<file path="config.mk">
export PLATFORM = sky130hd
export DESIGN_NAME = sad_window_feeder
export DESIGN_NICKNAME = d
export VERILOG_FILES = /design/src/rtl/sad_pkg.sv /design/src/rtl/sad_pixel_fetch.sv /design/src/rtl/sad_window_feeder.sv
export SDC_FILE = /design/constraint.sdc
export NUM_CORES = 1
export LEC_CHECK = 0
export CAP_MARGIN = 20
export CORE_ASPECT_RATIO = 1.75
export CORE_MARGIN = 1
export CORE_UTILIZATION = 40
export CTS_BUF_LIST = sky130_fd_sc_hd__clkbuf_4 sky130_fd_sc_hd__clkbuf_8
export DETAILED_ROUTE_END_ITERATION = 6
export PLACE_DENSITY = 0.75
export SETUP_SLACK_MARGIN = 0.05
export SYNTH_ARGS = -nofsm -noshare
export SYNTH_HDL_FRONTEND = slang
export SYNTH_HIERARCHICAL = 1
export SYNTH_SLANG_ARGS = --single-unit
</file>
<file path="constraint.sdc">
create_clock -name Clk -period 15 [get_ports Clk]
set_input_delay 3.75 -clock Clk [delete_from_list [all_inputs] [get_ports Clk]]
set_output_delay 3.75 -clock Clk [all_outputs]
set_load 0.005 [all_outputs]
</file>
<file path="src/rtl/sad_pkg.sv">
// Shared widths, FSM encodings and pixel indexing for the 4x4 SAD window datapath.
package sad_pkg;
    localparam int BLK      = 4;
    localparam int PIX_W    = 8;
    localparam int BLK_BITS = BLK * BLK * PIX_W;
    localparam int IDX_W    = 4;

    typedef logic [2:0] state_t;

    localparam state_t S_IDLE      = 3'd0;
    localparam state_t S_LOAD_TMPL = 3'd1;
    localparam state_t S_LOAD_FULL = 3'd2;
    localparam state_t S_PRESENT   = 3'd3;
    localparam state_t S_LOAD_COL  = 3'd4;
    localparam state_t S_DONE      = 3'd5;

    // Row-major position of pixel (row, col) inside a 4x4 block.
    function automatic logic [IDX_W-1:0] pix_idx(input logic [1:0] row, input logic [1:0] col);
        return {row, col};
    endfunction
endpackage

</file>
<file path="src/rtl/sad_pixel_fetch.sv">
// Sequential pixel reader: 16 reads of a 4x4 block or 4 reads of its rightmost column,
// each pixel returned with its block index one cycle after the read, then one drain cycle.
module sad_pixel_fetch
    import sad_pkg::*;
#(
    parameter int ADDR_W = 13
) (
    input  logic              clk,
    input  logic              rst_n,
    input  logic              active,
    input  logic              col_mode,
    input  logic [ADDR_W-1:0] base,
    input  logic [ADDR_W-1:0] stride,
    output logic              rd_en,
    output logic [ADDR_W-1:0] rd_addr,
    input  logic [PIX_W-1:0]  rd_data,
    output logic              pix_valid,
    output logic [IDX_W-1:0]  pix_index,
    output logic [PIX_W-1:0]  pix_data,
    output logic              fetch_done
);
    logic [4:0]       cnt_q, cnt_d;
    logic             rd_q, rd_d;
    logic [IDX_W-1:0] idx_q, idx_d;
    logic [4:0]       last;
    logic [1:0]       row, col;

    always_comb begin
        last       = col_mode ? 5'd4 : 5'd16;
        row        = col_mode ? cnt_q[1:0] : cnt_q[3:2];
        col        = col_mode ? 2'd3 : cnt_q[1:0];
        rd_en      = active && (cnt_q < last);
        fetch_done = active && (cnt_q == last);
        rd_addr    = rd_en ? base + ADDR_W'(row) * stride + ADDR_W'(col) : '0;
        // Counter restarts on the drain cycle so back-to-back phases begin at index 0.
        cnt_d      = (active && !fetch_done) ? cnt_q + 5'd1 : 5'd0;
        rd_d       = rd_en;
        idx_d      = pix_idx(row, col);
    end

    // NOTE: state updates use non-blocking assignments so every flop samples pre-edge values.
    always_ff @(posedge clk or negedge rst_n) begin
        if (!rst_n) begin
            cnt_q <= '0;
            rd_q  <= 1'b0;
            idx_q <= '0;
        end else begin
            cnt_q <= cnt_d;
            rd_q  <= rd_d;
            idx_q <= idx_d;
        end
    end

    assign pix_valid = rd_q;
    assign pix_index = idx_q;
    assign pix_data  = rd_data;
endmodule

</file>
<file path="src/rtl/sad_window_feeder.sv">
// Scans every 4x4 window of a frame in raster order and presents each Crop/Window pair
// with its origin over valid/ready; x-steps within a row fetch only the new column.
module sad_window_feeder
    import sad_pkg::*;
#(
    parameter int FRAME_W   = 64,
    parameter int FRAME_H   = 64,
    parameter int COORD_W   = 8,
    parameter int ADDR_W    = 13,
    parameter int TMPL_BASE = 4096
) (
    input  logic                Clk,
    input  logic                Rst_n,
    input  logic                Start,
    output logic                Busy,
    output logic                Done,
    output logic                MemRdEn,
    output logic [ADDR_W-1:0]   MemAddr,
    input  logic [PIX_W-1:0]    MemRdData,
    output logic [BLK_BITS-1:0] Crop,
    output logic [BLK_BITS-1:0] Window,
    output logic [COORD_W-1:0]  WinX,
    output logic [COORD_W-1:0]  WinY,
    output logic                WinValid,
    input  logic                WinReady
);
    localparam logic [COORD_W-1:0] LAST_X = COORD_W'(FRAME_W - BLK);
    localparam logic [COORD_W-1:0] LAST_Y = COORD_W'(FRAME_H - BLK);

    state_t                state_q, state_d;
    logic [COORD_W-1:0]    x_q, x_d, y_q, y_d;
    logic [BLK_BITS-1:0]   crop_q, crop_d, win_q, win_d;

    logic                  fetch_active, fetch_col, fetch_done;
    logic [ADDR_W-1:0]     frame_base, fetch_base, fetch_stride;
    logic                  pix_valid;
    logic [IDX_W-1:0]      pix_index;
    logic [PIX_W-1:0]      pix_data;

    always_comb begin
        fetch_active = (state_q == S_LOAD_TMPL) || (state_q == S_LOAD_FULL) ||
                       (state_q == S_LOAD_COL);
        fetch_col    = (state_q == S_LOAD_COL);
        frame_base   = ADDR_W'(y_q) * ADDR_W'(FRAME_W) + ADDR_W'(x_q);
        fetch_base   = (state_q == S_LOAD_TMPL) ? ADDR_W'(TMPL_BASE) : frame_base;
        fetch_stride = (state_q == S_LOAD_TMPL) ? ADDR_W'(BLK) : ADDR_W'(FRAME_W);
    end

    sad_pixel_fetch #(
        .ADDR_W (ADDR_W)
    ) u_fetch (
        .clk        (Clk),
        .rst_n      (Rst_n),
        .active     (fetch_active),
        .col_mode   (fetch_col),
        .base       (fetch_base),
        .stride     (fetch_stride),
        .rd_en      (MemRdEn),
        .rd_addr    (MemAddr),
        .rd_data    (MemRdData),
        .pix_valid  (pix_valid),
        .pix_index  (pix_index),
        .pix_data   (pix_data),
        .fetch_done (fetch_done)
    );

    // NOTE: every variable gets its hold value first so no path through this block infers a latch.
    always_comb begin
        state_d = state_q;
        x_d     = x_q;
        y_d     = y_q;
        crop_d  = crop_q;
        win_d   = win_q;

        if (pix_valid) begin
            if (state_q == S_LOAD_TMPL) crop_d[int'(pix_index) * PIX_W +: PIX_W] = pix_data;
            else                        win_d[int'(pix_index) * PIX_W +: PIX_W]  = pix_data;
        end

        case (state_q)
            S_IDLE: begin
                if (Start) begin
                    state_d = S_LOAD_TMPL;
                    x_d     = '0;
                    y_d     = '0;
                end
            end
            S_LOAD_TMPL: if (fetch_done) state_d = S_LOAD_FULL;
            S_LOAD_FULL,
            S_LOAD_COL:  if (fetch_done) state_d = S_PRESENT;
            S_PRESENT: begin
                if (WinReady) begin
                    if (x_q != LAST_X) begin
                        // Slide one column: keep cols 1..3 as 0..2, col 3 refilled by LOAD_COL.
                        for (int r = 0; r < BLK; r++) begin
                            for (int c = 0; c < BLK - 1; c++) begin
                                win_d[int'(pix_idx(2'(r), 2'(c))) * PIX_W +: PIX_W] =
                                    win_q[int'(pix_idx(2'(r), 2'(c + 1))) * PIX_W +: PIX_W];
                            end
                        end
                        x_d     = x_q + COORD_W'(1);
                        state_d = S_LOAD_COL;
                    end else if (y_q != LAST_Y) begin
                        x_d     = '0;
                        y_d     = y_q + COORD_W'(1);
                        state_d = S_LOAD_FULL;
                    end else begin
                        state_d = S_DONE;
                    end
                end
            end
            S_DONE:  state_d = S_IDLE;
            default: state_d = S_IDLE;
        endcase
    end

    // NOTE: the wide Crop/Window registers are reset because they drive outputs that must read 0 in reset.
    always_ff @(posedge Clk or negedge Rst_n) begin
        if (!Rst_n) begin
            state_q <= S_IDLE;
            x_q     <= '0;
            y_q     <= '0;
            crop_q  <= '0;
            win_q   <= '0;
        end else begin
            state_q <= state_d;
            x_q     <= x_d;
            y_q     <= y_d;
            crop_q  <= crop_d;
            win_q   <= win_d;
        end
    end

    assign Busy     = (state_q != S_IDLE);
    assign Done     = (state_q == S_DONE);
    assign WinValid = (state_q == S_PRESENT);
    assign Crop     = crop_q;
    assign Window   = win_q;
    assign WinX     = x_q;
    assign WinY     = y_q;
endmodule
</file>
# Word-level counts from Yosys, hierarchy flattened
# Cells that the tools add are included.
# W data, S select, Z words.
[classes]
reduce_logical = 15
n_bitwise = 1
magnitude_cmp = 1
eq_ne = 15
add_sub_neg = 7
muxes = 39
mul = 1
shifts = 2
[op_table]
columns = ["operator", "n"]
rows = [
  ["$mux W24", 12],
  ["$bwmux W128", 2],
  ["$mux W120", 2],
  ["$shift A8 B33 Y128 const A", 1],
  ["$shiftx A8 B33 Y128", 1],
  ["$mux W8", 7],
  ["$neg A7 Y33", 1],
  ["$pmux W8 S2", 2],
  ["$mux W13", 2],
  ["$mux W3", 6],
  ["$add A8 B1 Y8 const B", 2],
  ["$ne A8 B6 Y1 const B", 2],
  ["$add A13 B13 Y13", 1],
  ["$add A13 B2 Y13", 1],
  ["$add A13 B8 Y13", 1],
  ["$pmux W3 S4", 1],
  ["$mux W5", 2],
  ["$mul A2 B7 Y9", 1],
  ["$ne A2 B2 Y1 const B", 4],
  ["$reduce_and A4 Y1", 2],
  ["$mux W7", 1],
  ["$eq A3 B2 Y1 const B", 2],
  ["$eq A3 B3 Y1 const B", 2],
  ["$add A5 B1 Y5 const B", 1],
  ["other kinds (16)", 22],
]
[word_totals]
output_inout_bits = 289
ff_bits = 285

# Longest topological paths before layout
[depth]
ltp_word = 8
ltp_mapped = 18
depth_no_buf = 16

# Hierarchy
# The synthesis kept the hierarchy.
[modules_own_cells]
columns = ["module", "n_inst", "area_per_inst_um2", "cells_each", "seq_area_each_um2"]
rows = [
  ["sad_window_feeder", 1, 12214.2, 1178, 6881.6],
  ["sad_pixel_fetch", 1, 1684.1, 188, 250.2],
]

# Worst setup path before layout
# Ideal clock, no wire load.
[synth_timing]
path_kind = "reg-to-output"
startpoint = "register state_q[0]"
endpoint = "output port MemAddr[11]"
path_stages_with_launch = 17
arrival_ns = 3.756
setup_slack_ns = 7.494
path_cell_list = "dfrtp_1 or3b_1 clkbuf_1 inv_1 buf_4 nor2_1 inv_1 fa_1 fa_1 inv_1 ha_1 fa_1 a21o_1 a21oi_1 o21ai_0 a31oi_1 mux2i_1"
[synth_between]
elab_chain_len = 6
word_cells_on_any_way = 16
[synth_rtl]
columns = ["item", "line", "source"]
rows = [
  ["from (decl)", "sad_window_feeder.sv:30", "state_t state_q, state_d;"],
  ["from (signal assigned)", "sad_window_feeder.sv:126", "state_q <= state_d;"],
  ["$eq A3 B1 Y1", "sad_window_feeder.sv:46", "fetch_stride = (state_q == S_LOAD_TMPL) ? ADDR_W'(BLK) : ADDR_W'(FRAME_W);"],
  ["$mux W7", "sad_window_feeder.sv:46", ""],
  ["named net fetch_stride[2]", "sad_window_feeder.sv:35", "logic [ADDR_W-1:0] frame_base, fetch_base, fetch_stride;"],
  ["$mul A2 B7 Y9", "sad_pixel_fetch.sv:34", "rd_addr = rd_en ? base + ADDR_W'(row) * stride + ADDR_W'(col) : '0;"],
  ["$add A13 B13 Y13", "sad_pixel_fetch.sv:34", ""],
  ["$add A13 B2 Y13", "sad_pixel_fetch.sv:34", ""],
  ["$mux W13", "sad_pixel_fetch.sv:34", ""],
  ["to (decl)", "sad_window_feeder.sv:18", "output logic [ADDR_W-1:0] MemAddr,"],
]
# The timed path passes the listed nets, and every way through them passes these cells.

# Worst setup path in the final report
[layout_timing]
startpoint = "register state_q[0]"
endpoint = "output port MemAddr[11]"
[layout_between]
word_cells_on_any_way = 16
[layout_lines]
columns = ["item", "line", "source"]
rows = [
  ["$eq A3 B1 Y1", "sad_window_feeder.sv:45", "fetch_base = (state_q == S_LOAD_TMPL) ? ADDR_W'(TMPL_BASE) : frame_base;"],
  ["$mux W13", "sad_window_feeder.sv:45", ""],
  ["named net fetch_base[1]", "sad_window_feeder.sv:35", ""],
  ["$add A13 B13 Y13", "sad_pixel_fetch.sv:34", ""],
  ["$add A13 B2 Y13", "sad_pixel_fetch.sv:34", ""],
  ["$mux W13", "sad_pixel_fetch.sv:34", ""],
]
# The timed path passes the listed nets, and every way through them passes these cells.

==> results.toml <==
[placement]
io_buffers = 300
globalplace.congestion = 0.886
place_hpwl_mm = 33.0
dp_cells = 2078

[clocking]
postCtsHoldBufs = 0
root_buffer = "clkbuf_8"
clkTransAtPathRegs_ns = 0.07
clockBufferDepth = 3
post_cts_buffers = 0
cts_max_level = 2
cts_resized = 0
cts_sinks = 285
cts_tree = "yes"
insertion_delay_ns = 0.58
cts_made_buffers = 43

[cells_and_area]
fill_cells = 3030
area_growth_syn_to_layout_pct = 31.0
drive_above_1_share_pct = 12.4
final_cells = 2158
final_nets = 1726
final_cell_mix = "clkdlybuf4s50_1 (299), dfrtp_1 (285), nand2_1 (250)"
final_common_cell = "clkdlybuf4s50_1"
finish.utilization_pct = 53.0

[timing]
max_slew_margin_pct = 26.3
hold_viol_final = 0
period_needed_ns = 9.15
drv_slew = 0
rsz0062_at_grt = "false"
max_freq_mhz = 109
fin_crit_sh_pct = 61.0
fin_setup_tns_ns = 0
worst_pin_slew_ns = 1.10
final.setup_skew_ns = 0.0163
setup_violations = 0

[grt]
antenna_found_initial = 1
grt_max_degree = 140
grt_remaining_overflow = 0
grt_usage_pct = 25.6
grt_pass1_vias = 11484
grt_pass1_wl_mm = 67.8

[routing]
vias = 11519
finalWirelength_mm = 44.7
wl_met1_mm = 15.6
highest_layer = "met4"
drt_iter0_drc = 664
wl_met2_mm = 22.8
antenna_left = 0
via_per_inst = 5.34
wl_per_cell_um = 20.7
met3_length_mm = 3.06
drc_errors = 0
drtPass1Iterations = 5

[synth]
seq_area_frac_synth_pct = 51.3
syn_area_per_cell_sq_um = 10.2
synth-seq-cells = 285
synth_ff_type = "dfrtp_1"
synth_enable_flop_cells = 0
yosys_warnings = 6
ys_types = 67
synth_top_cell_area_share_pct = 51.3
syn_area_sq_um = 13900
netlist_instances = 1366
ys_async_sr_fraction_pct = 100
synth_top_area_cell = "dfrtp_1"
yosys-top-cells-area = "dfrtp_1 (51%), mux2_2 (7.2%), nand2_1 (6.8%), o21ai_0 (3.7%), ha_1 (3.2%)"

[power]
p_comb_share_pct = 37.1
ir_drop_uv = 62.8
p_int_mw = 1.97
pwr-share-seq_pct = 39.5
leakage_nw = 8.27
switching_share_pct = 33.9
power.density_nw_per_um2 = 163
p_switching_mw = 1.01
clock_power_share_pct = 23.3
power_mw = 2.97

[floorplan]
core_sq_um = 34300
die_area_sq_um = 35500
num_rows = 90
die_x_um = 143
start_util_pct = 40.5
die_y_um = 249
pin_count = 301

[min_path]
hold_path_class = "flop to flop"

[worst_setup_path]
endpoint = "MemAddr[11]"
crit_start = "state_q[0]"
rrSetupSlack_ns = 11.89
r2r-end = "Window[12]"
end_kind = "output port"
critPathMaxFanout = 17
start_kind = "flop"
r2r_cells = 7
arrival_ns = 5.40
r2r-start = "u_fetch/pix_index[0]"
path_class = "flop to output port"
cp.required_ns = 11.25

[run_status]
outcome = "finished clean"

[job]
cap_violations = 0
## power by group through the flow
stage | combinational [mW] | sequential (mW) | clock [mW]
global placement | 1.08 | 1.17 | 0
finish | 1.10 | 1.18 | 0.694
global route | 1.20 | 1.20 | 0.740
detailed placement | 1.11 | 1.19 | 0
CTS | 1.11 | 1.17 | 0.708
floorplan | 0.454 | 1.15 | 0
## kinds of logic after synthesis
group | Yosys count | share of synthesized area [%]
other | 1 | 0.0270
buffers and inverters | 113 | 3.86
muxes | 121 | 9.59
adders and majority gates | 49 | 5.17
DFF | 285 | 51.3
xor gates and xnor gates | 16 | 1.11
AOI/OAI and AO/OA | 254 | 11.0
and+or+nand+nor | 527 | 18.0
## synth_stat cells (4+ instances only)
master    instances
dfrtp_1         285
nand2_1         251
o21ai_0         102
mux2_2           89
nand3_1          85
nor2_1           61
o211ai_1         58
and2_1           43
clkbuf_1         39
a21oi_1          38
ha_1             35
inv_1            33
mux2i_1          30
buf_2            24
a31oi_1          22
fa_1             14
buf_4            12
and3_1           11
or3_1            11
nand2b_1          9
xnor2_1           9
nor3_1            8
o21ai_1           8
nor2_2            7
a21o_1            6
xor2_1            6
buf_6             5
nor4_1            5
nor3b_1           4
## worst max-delay path, cell delays in order (launching register included)
cell and delay [ns]:
dfrtp_1 0.53, or3b_1 0.22, buf_4 0.24, inv_1 0.27, nor2_1 0.16, inv_1 0.07
fa_1 0.50, fa_1 0.53, inv_1 0.05, ha_1 0.22, fa_1 0.41, a21o_1 0.21
a21oi_1 0.30, o21ai_0 0.16, a31oi_1 0.21, mux2i_1 0.21, clkdlybuf4s50_1 0.52
## worst min-delay path by stage
stage	startpoint	endpoint	slack, ns	depth (start not counted)
floorplan	Crop[100]	Crop[100]	0.47	2
global placement	Crop[54]	Crop[54]	0.46	2
detailed placement	Crop[51]	Crop[51]	0.47	2
CTS	Crop[65]	Crop[65]	0.48	2
global route	Crop[64]	Crop[64]	0.50	2
finish	Crop[116]	Crop[116]	0.48	2
## stage by stage
step | setup WS [ns] | hold slack [ns] | area (sq um)
after global routing | 5.50 | 0.495 | 18200
after global placement | 6.60 | 0.460 | 17200
after floorplan | 7.49 | 0.473 | 14000
final | 5.85 | 0.477 | 18200
after CTS | 5.79 | 0.483 | 18200
after detailed placement | 6.43 | 0.469 | 17200
## area by class of cell
class                           instances  area (sq um)  area share (%)
Antenna cell                            1          2.50          0.0137
Clock buffer                           67           822            4.52
Clock inverter                         10           110           0.605
Inverter                               33           124           0.680
Multi-Input combinational cell        988          6310            34.7
Sequential cell                       285          7130            39.2
Tap cell                              460           576            3.16
Timing Repair Buffer                  314          3130            17.2
## per-layer routing
layer  track usage [%]  up-vias
li1                  -     5341
met1              26.9     5570
met2              44.3      471
met3              5.70      137
met4              18.3        0
met5                 0        -
## registers in the layout, summed over array words and instances, names as in the netlist
signal             cells
u_fetch/pix_index      4
u_fetch/cnt_q          5
Window               128
Crop                 128
WinX                   8
u_fetch/pix_valid      1
WinY                   8
state_q                3
Power figures use the tool's default switching activity.
